<file path="src/rtl/tone_period_meter.sv">
// tone_period_meter: measures the period and peak amplitude of a tone in an
// offset-binary sample stream, averaging 2^AVG_LOG2 periods per result.
//   clk, reset_n             sample clock, asynchronous active-low reset
//   din, din_valid           offset-binary sample and its qualifier
//   period_o                 averaged period in valid samples
//   peak_max_o, peak_min_o   extreme samples over the measurement window
//   amp_o                    peak_max_o - peak_min_o
//   meas_valid, meas_ready   result handshake toward the consumer
//   overrun                  sticky: a result was dropped while one was pending
//   no_signal                timeout occurred since the last good result
module tone_period_meter #(
   parameter int DATA_W   = 14,
   parameter int CNT_W    = 24,
   parameter int HYST     = 64,
   parameter int AVG_LOG2 = 2,
   parameter int TIMEOUT  = 1048576
) (
   input  logic              clk,
   input  logic              reset_n,
   input  logic [DATA_W-1:0] din,
   input  logic              din_valid,
   output logic [CNT_W-1:0]  period_o,
   output logic [DATA_W-1:0] peak_max_o,
   output logic [DATA_W-1:0] peak_min_o,
   output logic [DATA_W-1:0] amp_o,
   output logic              meas_valid,
   input  logic              meas_ready,
   output logic              overrun,
   output logic              no_signal
);
   localparam int ACC_W = CNT_W + AVG_LOG2;
   localparam logic [DATA_W-1:0] MID   = DATA_W'(1 << (DATA_W - 1));
   localparam logic [DATA_W-1:0] HI_TH = MID + DATA_W'(HYST);
   localparam logic [DATA_W-1:0] LO_TH = MID - DATA_W'(HYST);

   typedef enum logic [1:0] {SEEK_LOW, ARM, WAIT_LOW, WAIT_HIGH} state_t;

   state_t              state;
   logic [DATA_W-1:0]   s_data;
   logic                s_valid;
   logic [CNT_W-1:0]    cnt, tcnt;
   logic [ACC_W-1:0]    acc;
   logic [AVG_LOG2:0]   idx;
   logic [DATA_W-1:0]   mx, mn;

   logic                is_low, is_high, done, publish, abort, xfer, accept;
   logic [CNT_W-1:0]    cnt_inc, tcnt_inc;
   logic [ACC_W-1:0]    acc_sum;
   logic [AVG_LOG2:0]   idx_inc;
   logic [DATA_W-1:0]   mx_upd, mn_upd;

   always_ff @(posedge clk or negedge reset_n)
      if (!reset_n) begin
         s_data  <= '0;
         s_valid <= 1'b0;
      end else begin
         s_data  <= din;
         s_valid <= din_valid;
      end

   always_comb begin
      is_low   = s_data < LO_TH;
      is_high  = s_data >= HI_TH;
      cnt_inc  = cnt + CNT_W'(1);
      tcnt_inc = tcnt + CNT_W'(1);
      idx_inc  = idx + (AVG_LOG2 + 1)'(1);
      acc_sum  = acc + ACC_W'(cnt_inc);
      mx_upd   = s_data > mx ? s_data : mx;
      mn_upd   = s_data < mn ? s_data : mn;
      done     = s_valid && state == WAIT_HIGH && is_high;
      // idx stays below 2^AVG_LOG2, so its top bit after increment marks a full window
      publish  = done && idx_inc[AVG_LOG2];
      // a completing period wins over a coincident timeout
      abort    = s_valid && !done && tcnt_inc == CNT_W'(TIMEOUT);
      xfer     = meas_valid && meas_ready;
      accept   = !meas_valid || meas_ready;
   end

   always_ff @(posedge clk or negedge reset_n)
      if (!reset_n) begin
         state      <= SEEK_LOW;
         cnt        <= '0;
         tcnt       <= '0;
         acc        <= '0;
         idx        <= '0;
         mx         <= '0;
         mn         <= '1;
         period_o   <= '0;
         peak_max_o <= '0;
         peak_min_o <= '0;
         amp_o      <= '0;
         meas_valid <= 1'b0;
         overrun    <= 1'b0;
         no_signal  <= 1'b0;
      end else begin
         if (xfer) begin
            meas_valid <= 1'b0;
            overrun    <= 1'b0;
         end
         if (publish) begin
            no_signal <= 1'b0;
            if (accept) begin
               period_o   <= CNT_W'(acc_sum >> AVG_LOG2);
               peak_max_o <= mx_upd;
               peak_min_o <= mn_upd;
               amp_o      <= mx_upd - mn_upd;
               meas_valid <= 1'b1;
            end else begin
               overrun <= 1'b1;
            end
         end
         if (abort) begin
            no_signal <= 1'b1;
            state     <= SEEK_LOW;
            cnt       <= '0;
            tcnt      <= '0;
            acc       <= '0;
            idx       <= '0;
            mx        <= '0;
            mn        <= '1;
         end else if (s_valid) begin
            tcnt <= tcnt_inc;
            case (state)
               SEEK_LOW: if (is_low) state <= ARM;
               ARM: if (is_high) begin
                  state <= WAIT_LOW;
                  cnt   <= '0;
                  acc   <= '0;
                  idx   <= '0;
                  mx    <= s_data;
                  mn    <= s_data;
               end
               WAIT_LOW: begin
                  cnt <= cnt_inc;
                  mx  <= mx_upd;
                  mn  <= mn_upd;
                  if (is_low) state <= WAIT_HIGH;
               end
               WAIT_HIGH: if (is_high) begin
                  state <= WAIT_LOW;
                  cnt   <= '0;
                  tcnt  <= '0;
                  acc   <= publish ? '0 : acc_sum;
                  idx   <= publish ? '0 : idx_inc;
                  // the completing sample also opens the next window
                  mx    <= publish ? s_data : mx_upd;
                  mn    <= publish ? s_data : mn_upd;
               end else begin
                  cnt <= cnt_inc;
                  mx  <= mx_upd;
                  mn  <= mn_upd;
               end
            endcase
         end
      end
endmodule
</file>
<file path="config.mk">
export PLATFORM = sky130hd
export DESIGN_NAME = tone_period_meter
export DESIGN_NICKNAME = d
export VERILOG_FILES = /design/src/rtl/tone_period_meter.sv
export SDC_FILE = /design/constraint.sdc
export NUM_CORES = 1
export LEC_CHECK = 0
export ABC_AREA = 1
export BUFFER_PORTS_ARGS = -buffer_cell sky130_fd_sc_hd__clkbuf_2
export CAP_MARGIN = 20
export CORE_ASPECT_RATIO = 2
export CORE_MARGIN = 3
export CORE_UTILIZATION = 50
export DETAILED_ROUTE_END_ITERATION = 10
export PLACE_DENSITY = 0.7
export SLEW_MARGIN = 20
export SYNTH_ARGS = -nofsm -noshare
export SYNTH_HDL_FRONTEND = slang
export SYNTH_SLANG_ARGS = --single-unit
</file>
<file path="constraint.sdc">
create_clock -name clk -period 8.5 [get_ports clk]
set_input_delay 0.425 -clock clk [delete_from_list [all_inputs] [get_ports clk]]
set_output_delay 0.425 -clock clk [all_outputs]
set_load 0.02 [all_outputs]
</file>
==> metrics.txt <==
status=finished clean; DR WL/cell=18.3 um; die area=28200 sq um; Final min period=5.40 ns; RePlAce Congestion=1.02; Post CTS Setup Buffer Count=0; Post-Synth Simple-Gate Area=0.317; clk sinks=191; Die Height=235 um; FILL cells=2662; post-DP HPWL=30.6 mm; Clk network pwr share=0.214; Row Count=83; CP peak stage delay=0.79 ns; max cap viols=0; clk_lat worst skew=0.46 ns; async set-reset flop share out of synthesis=1.00; Max transition margin=0.335; Synth Instances=1865; grt ovf=0; hold buffer count at CTS=0; gr usage total=0.296; Worst-path clk slew=0.07 ns; I/O pins=87; CP max stage cell=nand3_4; Starting Density=0.507; placeable core region=25800 sq um; Final Hold Fails=0; final setup vio count=0; VDD IR max=181 uV; Final nets=2006; RSZ-0062 raised after global routing=no; cts bufs inserted=17; layout cells sized above 1=0.0871; initial antenna violation count=0; delay-heaviest family, CP=simple AND/OR/NAND/NOR gates; detailed-router iteration count before antenna repair=5; number of flops mapped to enable cells by yosys=0; Worst Path Arrival=5.80 ns; Setup CP Type=reg2reg; cell taking the most area after synthesis=dfrtp_1; largest net degree at the start of global routing=114; top cells by area, synth=dfrtp_1 (34%), nand2_1 (17%), inv_1 (7.0%), ha_1 (6.8%), o21ai_0 (4.7%); CTS tree=done; Net Switching=1.88 mW; maximum clock frequency=0.185 GHz; Sequential Power Share=0.287; Yosys warning count=0; Adder-Cell Fraction of Synth Area=0.0711; vias in the first global route=12653; largest family of logic cells by synthesized area=simple AND/OR/NAND/NOR gates; antenna-violating nets left=0; period utilization=0.635; Post-Syn Nets=1956; FF+latch area=4800 sq um; Worst Hold Class=in2async; Post-Synth XOR/XNOR Area=0.0362; Int Pwr=2.10 mW; compound-cell area share of the yosys netlist=0.110; synthesized flop and latch total=191; max-slew violation count=0; Unique masters post-synth=46; startpoint types=flip-flop; setup TNS=0 ns; Leak Pwr=7.59 nW; detailed-route DRC error count=0; CP Capture Type=flip-flop; Vias/cell=5.58; initial DRC count=903; routed wire length=41.5 mm; Area Growth Syn to Fin=9.49%; CP cell instances=inv_1 -> nand3_1 -> nor3_1 -> nand3_1 -> nand2_2 -> nor2_1 -> inv_1 -> nand2_1 -> inv_1 -> nand3_2 -> buf_4 -> nand3_4 -> nand3_4 -> nand2_1 -> nand2_1; Root Driver=clkbuf_16; count leader, synth=nand2_1; PortBufs=86; Combinational Power Share=0.500; worst path required time=8.90 ns; Switching Fraction=0.472; Worst Skew=0.00789 ns; syn avg cell area=7.01 sq um; Least-Margin Pin Slew=0.998 ns; dominant synthesized flop cell=dfrtp_1; commonest cells in the netlist=nand2_1 (604), inv_1 (243), dfrtp_1 (177); Max Fanout on Critical Path=66; post-layout power=3.98 mW; synthesized area=13100 sq um; first-pass GRT wire length=65.6 mm; CP bufs+invs=4; register area share after synthesis=0.367; H-tree lvl count=4; pwr dens=278 nW/um^2; vias=12665; post_cts resized=0; mux share of post-synthesis cell area=0; antenna cells=0; Yosys top cell area share=0.339; Die W=120 um; clk buf depth=2; area of the multi-input gates=6980 sq um
-- metrics by stage --
stage / setup WS [ns] / area (sq um) / instances / hold WS (ns) / utilization
3_3_place_gp: 3.42 / 13700 / 2236 / 0.450 / 0.532
5_1_grt: 2.63 / 14300 / 2268 / 0.0454 / 0.555
6_report: 3.10 / 14300 / 2268 / 0.0670 / 0.555
3_5_place_dp: 3.27 / 13700 / 2236 / 0.462 / 0.532
2_1_floorplan: 5.03 / 13100 / 1865 / 0.129 / -
4_1_cts: 3.23 / 14300 / 2268 / 0.0446 / 0.555
-- metal layers --
metal	track usage	vias to the layer above	routed length [um]
met5	0	-	0
met4	0.199	0	3080
met3	0.0417	160	1760
met2	0.540	454	21900
met1	0.308	5900	14700
li1	-	6151	-
-- final timing paths --
| check | startpoint | to | slack (ns) | cells after the start |
|---|---|---|---|---|
| max in group asynchronous | reset_n | s_valid | 7.20 | 2 |
| worst min-delay path | reset_n | acc[5] | 0.07 | 1 |
| worst max register to register | s_data[11] | cnt[23] | 3.10 | 15 |
| worst max-delay path | s_data[11] | cnt[23] | 3.10 | 15 |
| min in group clk | din[1] | s_data[1] | 0.07 | 1 |
| worst min register to register | mn[10] | mn[10] | 0.47 | 2 |
-- placed cells by master, fill, tap and decap left out, types with 51 or more instances in the layout --
master,Yosys,layout
nand3_1,118,118
ha_1,71,71
clkbuf_2,0,85
nand4_1,78,78
nand2_1,604,604
o21ai_0,122,122
inv_1,243,243
dfrtp_1,177,176
nor2_1,104,104
a21oi_1,51,51
-- cells by family after synthesis --
kind of cell | after synthesis
and+or+nand+nor | 968
xor gates and xnor gates | 54
buffers and inverters | 320
adders and majority gates | 73
AOI/OAI and AO/OA | 259
DFF | 191
-- final cells by class --
| type | instances | area share |
|---|---|---|
| clock buffers | 19 | 0.0310 |
| multi-input cells | 1354 | 0.488 |
| well taps | 340 | 0.0297 |
| flip-flops and latches | 191 | 0.335 |
| inverters | 249 | 0.0653 |
| clock inverters | 13 | 0.0115 |
| repair buffers | 102 | 0.0394 |
-- power groups by stage --
stage	logic (mW)	clock network, mW	registers (mW)
floorplan	1.42	0	1.14
global placement	1.92	0	1.15
global route	2.22	0.901	1.15
finish	1.99	0.850	1.14
CTS	1.96	0.867	1.14
detailed placement	1.95	0	1.15
-- worst reg2reg max path: cells and delay by family, from the launching register on --
kind,cells,cell delay [ns]
buffers and inverters,4,1.23
AND/OR/NAND/NOR,11,3.71
flip-flops,1,0.41
-- sequential cells by signal, summed over array words and instances (netlist names), 2 cells and up --
signal	count
period_o	24
mx	14
acc	26
tcnt	24
state	2
idx	3
mn	14
peak_max_o	14
amp_o	14
peak_min_o	14
s_data	14
cnt	24
No activity file was read; power rests on OpenSTA's default activity.
